==> src/rtl/imem_loader_pkg.sv <==
// Shared definitions for the instruction-memory loader: state encoding,
// framing constants and the memory depth helper.
package imem_loader_pkg;

  localparam int BYTES_PER_WORD = 4;

  typedef logic [2:0] state_t;

  localparam state_t S_IDLE   = 3'd0;
  localparam state_t S_HEADER = 3'd1;
  localparam state_t S_DATA   = 3'd2;
  localparam state_t S_WRITE  = 3'd3;
  localparam state_t S_CHECK  = 3'd4;
  localparam state_t S_DONE   = 3'd5;
  localparam state_t S_ERROR  = 3'd6;

  function automatic int depth_of(input int addr_w);
    return 1 << addr_w;
  endfunction

endpackage

==> src/rtl/imem_loader_asm.sv <==
// Byte-to-word assembler: little-endian byte insertion, running XOR checksum.
// A completed word is latched into word on the 4th byte and held until the next one.
module imem_loader_asm
  import imem_loader_pkg::*;
#(
  parameter int N = 32
) (
  input  logic         clk,
  input  logic         reset,
  input  logic         clear,
  input  logic         load,
  input  logic [7:0]   data,
  output logic         last,
  output logic [N-1:0] word,
  output logic [7:0]   csum
);

  logic [1:0]   idx;
  logic [N-1:0] wbuf;
  logic [N-1:0] next_word;

  assign last = (idx == 2'(BYTES_PER_WORD - 1));

  always_comb begin
    next_word = wbuf;
    next_word[8*idx +: 8] = data;
  end

  always_ff @(posedge clk) begin
    if (!reset) begin
      idx  <= 2'd0;
      wbuf <= '0;
      word <= '0;
      csum <= 8'd0;
    end else if (clear) begin
      idx  <= 2'd0;
      wbuf <= '0;
      csum <= 8'd0;
    end else if (load) begin
      wbuf <= next_word;
      csum <= csum ^ data;
      idx  <= idx + 2'd1;
      // Only publish complete words so wr_data stays stable between writes.
      if (last)
        word <= next_word;
    end
  end

endmodule

==> src/rtl/imem_loader.sv <==
// Streams a framed program (count, LE words, XOR checksum) into imem at 0,1,2,...
// One write per 4 bytes; byte_ready drops for the write cycle; cpu_reset released only after a good checksum.
module imem_loader
  import imem_loader_pkg::*;
#(
  parameter int ADDR_W = 6,
  parameter int N      = 32
) (
  input  logic              clk,
  input  logic              reset,
  input  logic              start,
  input  logic              byte_valid,
  input  logic [7:0]        byte_data,
  output logic              byte_ready,
  output logic              wr_en,
  output logic [ADDR_W-1:0] wr_addr,
  output logic [N-1:0]      wr_data,
  output logic [ADDR_W:0]   word_count,
  output logic              cpu_reset,
  output logic              busy,
  output logic              done,
  output logic              error
);

  localparam int DEPTH = depth_of(ADDR_W);

  state_t          state;
  logic [ADDR_W:0] target;
  logic [ADDR_W:0] count_next;
  logic            fire;
  logic            hdr_ok;
  logic            asm_clear;
  logic            asm_load;
  logic            asm_last;
  logic [7:0]      csum;

  assign byte_ready = (state == S_HEADER) || (state == S_DATA) || (state == S_CHECK);
  assign busy       = byte_ready || (state == S_WRITE);
  assign wr_en      = (state == S_WRITE);
  assign done       = (state == S_DONE);
  assign error      = (state == S_ERROR);
  assign cpu_reset  = (state != S_DONE);

  assign fire       = byte_valid && byte_ready;
  assign hdr_ok     = (byte_data != 8'd0) && (int'(byte_data) <= DEPTH);
  assign asm_clear  = (state == S_HEADER) && fire && hdr_ok;
  assign asm_load   = (state == S_DATA) && fire;
  assign count_next = word_count + 1'b1;

  imem_loader_asm #(.N(N)) u_asm (
    .clk   (clk),
    .reset (reset),
    .clear (asm_clear),
    .load  (asm_load),
    .data  (byte_data),
    .last  (asm_last),
    .word  (wr_data),
    .csum  (csum)
  );

  always_ff @(posedge clk) begin
    if (!reset) begin
      state      <= S_IDLE;
      target     <= '0;
      word_count <= '0;
      wr_addr    <= '0;
    end else begin
      case (state)
        S_IDLE: begin
          if (start)
            state <= S_HEADER;
        end
        S_HEADER: begin
          if (fire) begin
            if (hdr_ok) begin
              target     <= (ADDR_W+1)'(byte_data);
              word_count <= '0;
              wr_addr    <= '0;
              state      <= S_DATA;
            end else begin
              state <= S_ERROR;
            end
          end
        end
        S_DATA: begin
          if (fire && asm_last)
            state <= S_WRITE;
        end
        S_WRITE: begin
          word_count <= count_next;
          // Saturate rather than wrap when the program fills the whole memory.
          if (wr_addr != {ADDR_W{1'b1}})
            wr_addr <= wr_addr + 1'b1;
          state <= (count_next == target) ? S_CHECK : S_DATA;
        end
        S_CHECK: begin
          if (fire)
            state <= (byte_data == csum) ? S_DONE : S_ERROR;
        end
        S_DONE, S_ERROR: begin
          if (start)
            state <= S_HEADER;
        end
        default: state <= S_IDLE;
      endcase
    end
  end

endmodule

==> config.mk <==
export PLATFORM = sky130hd
export DESIGN_NAME = imem_loader
export DESIGN_NICKNAME = d
export VERILOG_FILES = /design/src/rtl/imem_loader_pkg.sv /design/src/rtl/imem_loader_asm.sv /design/src/rtl/imem_loader.sv
export SDC_FILE = /design/constraint.sdc
export NUM_CORES = 1
export LEC_CHECK = 0
export ABC_AREA = 1
export CELL_PAD_IN_SITES_DETAIL_PLACEMENT = 1
export CELL_PAD_IN_SITES_GLOBAL_PLACEMENT = 2
export CORE_ASPECT_RATIO = 0.75
export CORE_MARGIN = 3
export CORE_UTILIZATION = 33
export CTS_CLUSTER_DIAMETER = 150
export CTS_CLUSTER_SIZE = 12
export DETAILED_ROUTE_END_ITERATION = 12
export GPL_ROUTABILITY_DRIVEN = 0
export PLACE_DENSITY_LB_ADDON = 0.2
export SYNTH_ARGS = -nofsm -noshare
export SYNTH_HDL_FRONTEND = slang
export SYNTH_HIERARCHICAL = 1
export SYNTH_SLANG_ARGS = --single-unit
==> constraint.sdc <==
create_clock -name clk -period 4.85 [get_ports clk]
set_input_delay 0.485 -clock clk [delete_from_list [all_inputs] [get_ports clk]]
set_output_delay 0.485 -clock clk [all_outputs]
set_load 0.02 [all_outputs]
* After elaboration in Yosys (flattened, before gate mapping)
Cells that the tools add are included.
** Operators by class
- Shifts and indexed selects :: 2
- Reduce and logical (&&, ||, !) cells :: 19
- Bitwise operators :: 3
- $lt $le $gt $ge :: 1
- Multiplexer cells :: 16
- Eq/ne operators :: 17
- Add/subtract/negate cells :: 4
** Operators by type and width (count)
- 5-bit negator with 34-bit output :: 1
- 8-bit by 34-bit variable shift with 32-bit output (first input constant) :: 1
- 8-bit by 34-bit indexed part select with 32-bit output :: 1
- 32-bit bitwise mux :: 1
- 3-bit two-way mux :: 6
- 6-bit two-way mux :: 3
- 3-bit one-hot mux with 5 select lines :: 1
- 7-bit two-way mux :: 2
- 7-bit one-hot mux with 2 select lines :: 1
- 6-bit one-hot mux with 2 select lines :: 1
- 3-bit equality test (second input constant) :: 3
- 3-bit AND reduction :: 3
- 8-bit equality test :: 1
- 8-bit by 7-bit less-or-equal comparator with 1-bit output (second input constant) :: 1
- 4-bit AND reduction :: 2
- 8-bit nonzero test :: 1
- 8-bit bitwise XOR :: 1
- 7-bit by 1-bit adder with 7-bit output (second input constant) :: 1
- 7-bit equality test :: 1
- 6-bit by 1-bit adder with 6-bit output (second input constant) :: 1
- 3-bit by 2-bit equality test with 1-bit output (second input constant) :: 2
- 1-bit logical AND :: 6
- 2-bit by 1-bit inequality test with 1-bit output (second input constant) :: 3
- 2-bit inequality test (second input constant) :: 3
- other kinds (12) :: 15
** Storage, ports and cells
- Output and inout port bits :: 51
- Word-level logic and storage cells :: 70
- Register bits after elaboration :: 97

* Depth between registers and ports, before layout
- Word-level depth :: 8
- Gate-level depth with buffers :: 14
- Depth with buffers taken out :: 14

* Modules after synthesis
Netlist, hierarchy kept.
** By module, submodules not included
- imem_loader_asm :: area an instance 3647.2 µm², cells an instance 561, times used 1
- imem_loader :: area an instance 1478.9 µm², cells an instance 238, times used 1

* Worst setup path after synthesis
No wires, ideal clock.
- Kind :: input -> register
- From :: in byte_data[4]
- To :: reg u_asm.wbuf[10]
- Buffers on the path :: 2
- Setup time :: 0.109 ns
- Arrival time :: 1.794 ns
- Stages :: 11
- Path slack :: 2.947 ns
- Required time :: 4.741 ns
- Cells stage by stage :: nor2_1 > nand3_1 > a21oi_1 > o21ai_1 > nor3_4 > or2_1 > buf_2 > buf_2 > nor2_1 > nand2_1 > inv_1
** On the way
- Longest elaborated chain between the ends :: 4
- Elaborated cells between the ends (all ways) :: 7
** RTL lines
- start, declared :: RTL line imem_loader.sv:13 : input logic [7:0] byte_data,
- 8-bit by 7-bit less-or-equal comparator with 1-bit output or 8-bit nonzero test (tied branches) :: RTL line imem_loader.sv:45 : assign hdr_ok = (byte_data != 8'd0) && (int'(byte_data) <= DEPTH);
- 1-bit logical AND * :: RTL line imem_loader.sv:45
- 1-bit logical AND * :: RTL line imem_loader.sv:46 : assign asm_clear = (state == S_HEADER) && fire && hdr_ok;
- net asm_clear :: RTL line imem_loader.sv:32 : logic asm_clear;
- 2-bit OR reduction (no line) *
- end signal, assigned :: RTL line imem_loader_asm.sv:40 : wbuf <= next_word;
- end, declared :: RTL line imem_loader_asm.sv:19 : logic [N-1:0] wbuf;
The timed path passes the listed nets; every way through them passes the cells marked *.
A chain may end at the register's enable or synchronous reset.

* Final worst setup path
- From :: in byte_data[2]
- To :: reg u_asm.word[1]
** On the way
- Longest elaborated chain between the ends :: 5
- Elaborated cells between the ends (all ways) :: 8
** RTL lines
- 8-bit by 7-bit less-or-equal comparator with 1-bit output or 8-bit nonzero test (tied branches) :: RTL line imem_loader.sv:45
- 1-bit logical AND * :: RTL line imem_loader.sv:45
- 1-bit logical AND * :: RTL line imem_loader.sv:46
- net asm_clear :: RTL line imem_loader.sv:32
- 1-bit inverter (no line) *
- 3-bit AND reduction (no line) *
- end signal, assigned :: RTL line imem_loader_asm.sv:45 : word <= next_word;
- end, declared :: RTL line imem_loader_asm.sv:14 : output logic [N-1:0] word,
Marked as above.

==> flow_summary.yaml <==
clock_tree:
  hold_buffers: 0
  postCtsSetupBuffers: 0
  clk_pin_slew_worst_paths_ns: 0.07
  ctsLongestPathBuffers: 2
  post_cts_resize_count: 0
  cts.sinks: 97
  cts_tree: "yes"
  clock_latency_ns: 0.35
  cts_buffers: 9
  clockRootBuffer: "clkbuf_16"
  htree_num_levels: 3
synthesis:
  synthMuxAreaShare: 0
  ys_ff_latch: 97
  avgSynthCellArea_um2: 6.42
  yosysWarnings: 6
  synthCells: 799
  synth_area_um2: 5130
  yosysSeqAreaShare: 0.379
  ys_types: 31
  synth_top_family_by_area: "simple AND/OR/NAND/NOR gates"
  synth_fa_ha_area_frac: 0.0195
  synth-compound-area-share: 0.0532
  synth-simple-area-share: 0.420
  synth_xor_area_frac: 0.0137
  syn-num-nets: 819
detailed_routing:
  routed_wire_length_per_instance_um: 14.6
  wl_met2_um: 6830
  viasPerCell: 4.84
  drc: 0
  drtAntennaViolNets: 0
  first_pass_iters: 4
  top_layer_used: "met4"
  routed_wl_um: 15400
  met1_length_um: 7750
  met3_length_um: 574
  num_vias: 5097
  drt_iter0_markers: 258
timing:
  fin_crit_sh: 0.612
  finalSetupViolCount: 0
  rsz0062_at_grt: "false"
  finClkSkew_ns: 0.00682
  layout_min_cycle_time_ns: 2.97
  fmax_ghz: 0.337
  max_slew_margin: 0.316
  hold_violations: 0
  drv_slew: 0
  fin_setup_tns_ns: 0
  worstMarginPinSlew_ns: 1.02
layout:
  fin_nets: 869
  num-fill-cells: 1939
  syn_to_final_growth_pct: 20.6
  drive_above_1_share: 0.0644
  antenna_cells: 0
  design_area_um2: 6180
worst_setup_path:
  worstSetupStartpointType: "input port"
  r2r_cells: 11
  worstSetupPathDepth: 11
  worst_path_max_delay_cell: "nor2_4"
  cp_max_fo: 42
  cp_num_buf_inv: 3
  crit_type: "input port to register"
  cp_top_family: "simple AND/OR/NAND/NOR gates"
  crit_arrival_ns: 3.27
  worstPathCellList: "clkdlybuf4s50_1 -> nor2_1 -> nand3_1 -> o21ai_1 -> nor3_4 -> nor2_4 -> buf_4 -> nor2_1 -> nor2_1 -> nand2_1 -> inv_1"
  cp.required_ns: 5.15
  crit_top_cell: "nor2_1"
  slowest_delay_ns: 0.81
  end_kind: "register"
floorplanning:
  rows: 38
  die_h_um: 114
  num_io_pins: 63
  dieArea_um2: 17100
  die_x_um: 150
  core-area_um2: 14800
  initial_core_util: 0.346
place:
  dpl.hpwl_um: 11400
  numPortBuffers: 62
  post_dp_cell_area_um2: 5880
power_and_ir_drop:
  p_leak_nw: 2.73
  p_total_w: 0.00232
  vdd_ir_drop_max_uv: 181
  cellPowerDensity_nw_per_um2: 375
run:
  max_cap_viol_count: 0
worst_hold_path:
  hp-class: "register to register"
  min_delay_path_depth: 2
global_route:
  grt_use_total: 0.190
  grt_max_degree: 85
  antenna_found_initial: 0
  grt_pass1_wl_um: 26100
  grt_pass1_vias: 5208
  grt_overflow_total: 0
run_status:
  outcome: "finished, final reports clean"
-- cell families after synthesis --
logic type / count (synthesis)
fa+ha+maj: 8
simple gates: 493
compound gates: 51
flops: 97
buf+inv: 142
xor+xnor: 8
-- worst paths after layout --
kind              endpoint         start  slack (ns)
max          u_asm/word[1]  byte_data[2]        1.88
min              target[4]     target[4]        0.48
max reg2reg  u_asm/word[1]      state[1]        2.26
min reg2reg      target[4]     target[4]        0.48
-- metal layers --
| metal | GRT usage | vias to the layer above |
|---|---|---|
| met3 | 0.0389 | 13 |
| met5 | 0 | - |
| met4 | 0.0634 | 0 |
| li1 | - | 2584 |
| met2 | 0.299 | 83 |
| met1 | 0.260 | 2417 |
-- synthesized netlist by cell type (all sizes together) --
| cell type | n | area, um^2 |
|---|---|---|
| xor2 | 1 | 8.76 |
| a31oi | 1 | 6.26 |
| and3 | 8 | 50.1 |
| or2 | 6 | 37.5 |
| o21a | 1 | 7.51 |
| dfxtp | 97 | 1940 |
| o21ai | 14 | 73.8 |
| a21oi | 33 | 165 |
| clkinv | 3 | 11.3 |
| buf | 21 | 134 |
| nand4 | 11 | 68.8 |
| nand2 | 186 | 698 |
| clkbuf | 6 | 22.5 |
| a211oi | 2 | 20.0 |
| ha | 8 | 100 |
| xnor2 | 7 | 61.3 |
| nor2 | 167 | 667 |
| nand3 | 102 | 510 |
| inv | 112 | 420 |
| nor3 | 13 | 121 |
-- placed cells by master, fill, tap and decap left out, drive strengths merged, types with 6 or more instances in the layout --
| cell | count |
|---|---|
| nand3 | 102 |
| and3 | 8 |
| clkbuf | 10 |
| xnor2 | 7 |
| a21oi | 33 |
| or2 | 6 |
| nor3 | 13 |
| o21ai | 14 |
| nand2 | 186 |
| ha | 8 |
| inv | 114 |
| dfxtp | 97 |
| clkdlybuf4s50 | 62 |
| nor2 | 167 |
| nand4 | 11 |
-- flip-flops by register name (all words and copies together) (netlist names) --
signal / count
u_asm/wbuf: 32
word_count: 7
u_asm/word: 32
state: 3
target: 7
wr_addr: 6
u_asm/csum: 8
u_asm/idx: 2
-- area by class of cell --
class | instances | area (um^2) | share of cell area
Multi-Input combinational cell | 560 | 2600 | 0.421
Sequential cell | 97 | 1940 | 0.314
Timing Repair Buffer | 66 | 651 | 0.105
Inverter | 115 | 432 | 0.0698
Tap cell | 200 | 250 | 0.0405
Clock buffer | 10 | 239 | 0.0387
Clock inverter | 6 | 65.1 | 0.0105
-- worst reg2reg max path, delay by kind of cell (launching register included) --
kind / cells / cell delay [ns]
DFF: 1 / 0.51
buffers and inverters: 3 / 0.49
and+or+nand+nor: 8 / 1.54
-- report_power, final --
group | switching (W) | internal (W) | total, W
sequential | 0.0000546 | 0.000860 | 0.000915
clock | 0.000326 | 0.000416 | 0.000742
combinational | 0.000444 | 0.000218 | 0.000663
-- stage by stage --
| step | hold slack (ns) | util | cells | setup slack (ns) |
|---|---|---|---|---|
| floorplan | 0.444 | - | 799 | 2.95 |
| global placement | 0.467 | 0.396 | 1038 | 1.59 |
| detailed placement | 0.471 | 0.396 | 1038 | 1.47 |
| CTS | 0.481 | 0.417 | 1054 | 1.85 |
| global route | 0.497 | 0.417 | 1054 | 1.62 |
| finish | 0.480 | 0.417 | 1054 | 1.88 |
Power figures use the tool's default switching activity.
